`src/rtl/reg_file_wb.sv`:
```
// rtl/reg_file_wb.sv - architectural register file and write-back stage around the ALU
//
// Purpose:
//   Holds 2**D words of W bits. The two combinational read ports feed the ALU A/B
//   operands. A single synchronous write port captures the ALU result. A flag
//   register latches carry/zero/parity; its carry bit feeds back to the ALU.
//   The block also keeps a saturating count of committed register writes.
//
// Ports:
//   clk, reset          - clock; synchronous active-high reset (dominates everything)
//   hold                - pipeline stall; blocks all register, flag and counter updates
//   rd_addrA/rd_addrB   - read addresses; datA_out/datB_out are combinational data
//   wr_en/wr_addr/wr_data - register write request
//   flag_we, sc_in, zero_in, pari_in - flag update request and ALU flag inputs
//   sc_q, zero_q, pari_q - registered flags
//   wr_count            - committed register writes since reset, saturates at 255
module reg_file_wb #(
  parameter int D      = 3,
  parameter int W      = 8,
  parameter int BYPASS = 1
) (
  input  logic         clk,
  input  logic         reset,
  input  logic         hold,
  input  logic [D-1:0] rd_addrA,
  input  logic [D-1:0] rd_addrB,
  output logic [W-1:0] datA_out,
  output logic [W-1:0] datB_out,
  input  logic         wr_en,
  input  logic [D-1:0] wr_addr,
  input  logic [W-1:0] wr_data,
  input  logic         flag_we,
  input  logic         sc_in,
  input  logic         zero_in,
  input  logic         pari_in,
  output logic         sc_q,
  output logic         zero_q,
  output logic         pari_q,
  output logic [7:0]   wr_count
);

  localparam int NREGS = 2 ** D;

  logic [W-1:0] r_mem [NREGS];
  logic         r_sc;
  logic         r_zero;
  logic         r_pari;
  logic [7:0]   r_wr_count;

  logic w_wr_commit;
  logic w_flag_commit;
  logic w_byp_a;
  logic w_byp_b;

  // A write only lands when nothing (stall or reset) blocks it; the bypass uses
  // the same condition so a blocked write is never forwarded to the ALU.
  assign w_wr_commit   = wr_en & ~hold & ~reset;
  assign w_flag_commit = flag_we & ~hold & ~reset;

  assign w_byp_a = (BYPASS != 0) && w_wr_commit && (wr_addr == rd_addrA);
  assign w_byp_b = (BYPASS != 0) && w_wr_commit && (wr_addr == rd_addrB);

  assign datA_out = w_byp_a ? wr_data : r_mem[rd_addrA];
  assign datB_out = w_byp_b ? wr_data : r_mem[rd_addrB];

  always_ff @(posedge clk) begin
    if (reset) begin
      for (int i = 0; i < NREGS; i++) begin
        r_mem[i] <= '0;
      end
      r_sc       <= 1'b0;
      r_zero     <= 1'b0;
      r_pari     <= 1'b0;
      r_wr_count <= 8'd0;
    end else begin
      if (w_wr_commit) begin
        r_mem[wr_addr] <= wr_data;
        if (r_wr_count != 8'hFF) begin
          r_wr_count <= r_wr_count + 8'd1;
        end
      end
      if (w_flag_commit) begin
        r_sc   <= sc_in;
        r_zero <= zero_in;
        r_pari <= pari_in;
      end
    end
  end

  assign sc_q     = r_sc;
  assign zero_q   = r_zero;
  assign pari_q   = r_pari;
  assign wr_count = r_wr_count;

endmodule

```
`config.mk`:
```
export PLATFORM = sky130hd
export DESIGN_NAME = reg_file_wb
export DESIGN_NICKNAME = d
export VERILOG_FILES = /design/src/rtl/reg_file_wb.sv
export SDC_FILE = /design/constraint.sdc
export NUM_CORES = 1
export LEC_CHECK = 0
export CORE_MARGIN = 1.5
export CORE_UTILIZATION = 56
export DETAILED_ROUTE_END_ITERATION = 16
export PLACE_DENSITY = 0.8
export SYNTH_ARGS = -nofsm -noshare
export SYNTH_HDL_FRONTEND = slang
export SYNTH_SLANG_ARGS = --single-unit
```
`constraint.sdc`:
```
create_clock -name clk -period 2.81 [get_ports clk]
set_clock_uncertainty 0.1 [all_clocks]
set_input_delay 0.562 -clock clk [delete_from_list [all_inputs] [get_ports clk]]
set_output_delay 0.562 -clock clk [all_outputs]
set_load 0.01 [all_outputs]
```
**Yosys cells after proc, flatten, opt, wreduce, memory -nomap -nowiden**

Memory sizes are Yosys's and may differ from the RTL's.
Index checks and enable logic that the tools add are counted.

- Flip-flop bits (word level): 11
- Latch bits: 0
- Bits in writable memories: 64
- Memory bits (read-only): 0
- Output and inout bits: 27
- Memories: 1

- Add/sub/neg operators: 1
- $mul: 0
- Div/mod/pow operators: 0
- $lt $le $gt $ge: 0
- Equality and inequality tests: 3
- Shift operators: 0
- Muxes and demuxes: 10
- Bitwise gates (word level): 6
- Reductions and logical operators: 4

Memory list:

| memory | depth | width | rd ports | clocked after memory_dff | write ports | line | RTL |
|---|---|---|---|---|---|---|---|
| r_mem | 8 | 8 | 2 | 0 | 8 | 44 | `logic [W-1:0] r_mem [NREGS];` |

Operators by type and width:

| operator | count |
|---|---|
| 8-bit 2-to-1 mux | 3 |
| 8-bit by 1-bit adder with 8-bit output, second input constant | 1 |
| 8-bit inequality test, second input constant | 1 |
| 8-bit OR reduction | 1 |
| 3-bit == test | 2 |
| 1-bit 2-to-1 mux | 6 |
| 1-bit AND | 4 |
| 3-bit 2-to-1 mux | 1 |
| 1-bit logical AND | 2 |
| 1-bit NOT | 2 |
| 2-bit AND reduction | 1 |

**Longest topological paths before layout**

- Depth after elaboration: 8
- Gate-level depth with buffers: 5
- Gate-level depth less buffers: 4

**Worst setup path before layout**

OpenSTA, ideal clock, no wires.

- Kind: input to output
- Start point: input port rd_addrB[0]
- End point: output port datB_out[0]
- Data arrival time: 1.880 ns
- Required time: 2.148 ns
- Slack: 0.268 ns
- Cell stages on the path: 5
- Path buffers: 2
- Cell sequence: buf_6 > buf_12 > mux4_1 > mux2_2 > mux2_2

- Word-level cells in the longest chain between the ends: 3
- Elaborated cells between the ends (all ways): 4
- Classes of those cells: 1 x eq/ne; 1 x mux; 1 x reduce/logical; 1 x memory

RTL lines:

| item | line | RTL |
|---|---|---|
| start, declared | 26 | `input logic [D-1:0] rd_addrB,` |
| branches (longest 2 deep; another with memory 8 x 8 bit) | n/a |  |
| 8-bit 2-to-1 mux (*) | 64 | `assign datB_out = w_byp_b ? wr_data : r_mem[rd_addrB];` |
| end, declared | 28 | `output logic [W-1:0] datB_out,` |

Mark *: on every way between the ends.

**Worst setup path after layout**

- Start point: input port rd_addrB[0]
- End point: output port datB_out[4]

The elaborated chain is that of the path after synthesis.

==> flow_summary.toml <==
[timing]
slew_headroom = 0.591
maxClockFrequency_ghz = 0.361
setup_viol = 0
post_route_fraction_of_the_period_consumed_by_the_critical_path = 0.986
finalHoldViolations = 0
worst_margin_pin_slew_ns = 0.612
final-max-slew-violation-count = 0
final_critical_path_setup_slack_ns = 0.0393
final_period_minus_worst_setup_slack_ns = 2.77

[synth]
synth-warning-count = 0
ys_dominant_reg_cell = "edfxtp_1"
post_synthesis_sequential_area_ratio = 0.491
netlist.area_leader.share = 0.441
synthTopCellsByArea = "edfxtp_1 (44%), mux4_1 (19%), and2_1 (9.5%)"
leading_cell_types_by_count_after_synthesis = "and2_1 (66), edfxtp_1 (64), mux2_2 (33)"
synthCells = 290
syn_area_um2 = 4360
synth_top_cell_by_area = "edfxtp_1"
synth_enable_flop_cells = 64
synth.avg_cell_area_um2 = 15.0
number_of_synthesized_register_bits = 75
post_synth_net_total = 316
synth_async_sr_flop_share = 0
synth_cell_types = 36
synth.most_common_cell = "and2_1"

[drt]
via_count_normalized_by_instance_count = 6.18
drt_drc_violations_left = 0
dr_total_vias = 3117
final_antenna_net_count = 0
initialDrtViolationCount = 256
wl_per_cell_um = 23.0
drt-total-wl_um = 11600
drt_first_pass_iters = 4

[finish]
flow.area_growth_from_synthesis_pct = 28.0
antenna_cells_inserted = 0
final_net_count = 426
drive_above_1_share = 0.393
multi_input_area_um2 = 2070
finish.cell_count_without_fillers = 504
layout.filler_cells = 476
layout.area.seq_um2 = 2140

[placement]
place_hpwl_um = 8040
port-buffer-count = 51
final_estimated_routing_congestion_in_global_placement = 0.823
placedCellCount = 466
pre_cts_ws_ns = -0.787

[power]
leakage_power_nw = 2.15
ir_worst_vdd_mv = 0.258
cellPowerDensity_nw_per_um2 = 455

[worst_setup_path]
start_kind = "primary input"
start_of_the_worst_register_to_register_path = "wr_count[0]"
required_ns = 2.15
regToRegSetupSlack_ns = 1.08
worstPathArrival_ns = 2.11
critical_path_peak_fanout = 7
reg2reg_depth = 4
timing.critical_path.to_type = "output pin"
regToRegEndpoint = "wr_count[1]"
crit_type = "primary input to output pin"

[floorplanning]
dieHeight_um = 91.2
num_rows = 31
initial_core_util = 0.589
core-area_um2 = 7410
pin_count = 52
chipWidth_um = 91.2
fp.dieArea_um2 = 8320

[clocking]
tritoncts = "yes"
clkSinkCount = 75
clk-insertion-delay-late_ns = 0.34
h_tree_level_count = 3
numCtsBuffers = 9
cts_root_cell = "clkbuf_8"
clk_transition_reported_paths_ns = 0.07
clock_path_buffers = 2

[run_status]
outcome = "complete, no violations"

[grt]
grt_first_pass_wirelength_um = 18100
total_grt_usage = 0.298
gr-total-overflow = 0
first_global_vias = 3311
grt_start_max_net_pins = 24
antenna_found_initial = 0

[worst_hold_path]
min_path_cells = 1
min_delay_worst_endpoint = "wr_count[0]"
worstHoldStart = "wr_count[0]"
worst_hold_path_type = "flop to flop"

[flow_run]
max_cap_violations = 0
[power breakdown]
| part | internal, mW | switching (mW) | total [mW] |
|---|---|---|---|
| sequential | 1.26 | 0.0365 | 1.30 |
| combinational | 0.284 | 0.200 | 0.484 |
| clock | 0.350 | 0.402 | 0.751 |
[cells in the final DEF, fill, tap and decap left out, types with 3 or more instances in the layout]
master           instances
buf_2                    4
edfxtp_1                64
dlygate4sd2_1            8
buf_12                   4
clkdlybuf4s50_1         23
mux4_2                  18
nor3_1                   6
and4_1                   3
clkbuf_8                10
clkbuf_2                 4
mux4_1                  14
buf_4                   47
mux2_2                  26
nor2_1                   8
xnor2_1                  5
and2_1                  66
nand2b_1                 3
buf_6                   19
or2_2                    8
nand3_1                  4
mux2i_1                  4
a31oi_1                  3
dfxtp_1                 11
nand4_1                  4
mux2_4                   7
[flip-flops by register name, summed over array words and instances, names as in the netlist]
signal	cells
pari_q	1
r_mem	64
sc_q	1
wr_count	8
zero_q	1
[worst max-delay path, cell delays in order]
cell	delay (ns)
buf_6	0.09
buf_12	0.13
buf_12	0.12
mux4_2	0.53
mux2_4	0.29
mux2_4	0.26
buf_6	0.12
[what timing repair did]
| item | CTS | global route |
|---|---|---|
| gates cloned | 3 | 0 |
| resized for setup | 110 | 22 |
| endpoints found under the setup margin | 16 | 14 |
| pin swaps | 1 | 2 |
| hold buffers | 0 | 0 |
| setup buffers | 14 | 6 |
[cells by family after synthesis]
group,after synthesis,share of synthesized area
compound gates,12,0.0195
xor+xnor,6,0.0121
fa+ha+maj,1,0.00287
buf+inv,15,0.0275
flops,75,0.491
mux,69,0.287
simple gates,112,0.160
[worst max-delay path by stage]
stage	start	to	slack (ns)
after CTS	rd_addrA[0]	datA_out[6]	-0.06
after detailed placement	rd_addrB[0]	datB_out[4]	-0.79
after global placement	rd_addrB[0]	datB_out[4]	-0.74
after global routing	rd_addrA[0]	datA_out[5]	-0.0002
final	rd_addrB[0]	datB_out[4]	0.04
after floorplan	rd_addrB[0]	datB_out[0]	0.27
[final cells by class]
| cell class | count | area share |
|---|---|---|
| clock inverters | 5 | 0.00673 |
| flip-flops and latches | 75 | 0.384 |
| clock buffers | 11 | 0.0253 |
| repair buffers | 114 | 0.191 |
| well taps | 99 | 0.0222 |
| multi-input cells | 200 | 0.371 |
[per-layer routing]
layer  wire (µm)  track usage
met3         953       0.0595
met1        4480        0.381
met2        5880        0.494
met4         274        0.132
met5           0            0
[stage by stage]
stage / cell area, µm² / utilization / power, mW / hold slack (ns) / TNS [ns]
2_1_floorplan: 4360 / - / 1.55 / 0.401 / 0
3_3_place_gp: 5210 / 0.703 / 1.75 / 0.375 / -11.55
3_5_place_dp: 5210 / 0.703 / 1.76 / 0.393 / -12.12
4_1_cts: 5540 / 0.747 / 2.53 / 0.414 / -0.0751
5_1_grt: 5580 / 0.753 / 2.61 / 0.447 / -0.000189
6_report: 5580 / 0.753 / 2.54 / 0.411 / 0
No activity file was read; power rests on OpenSTA's default activity.
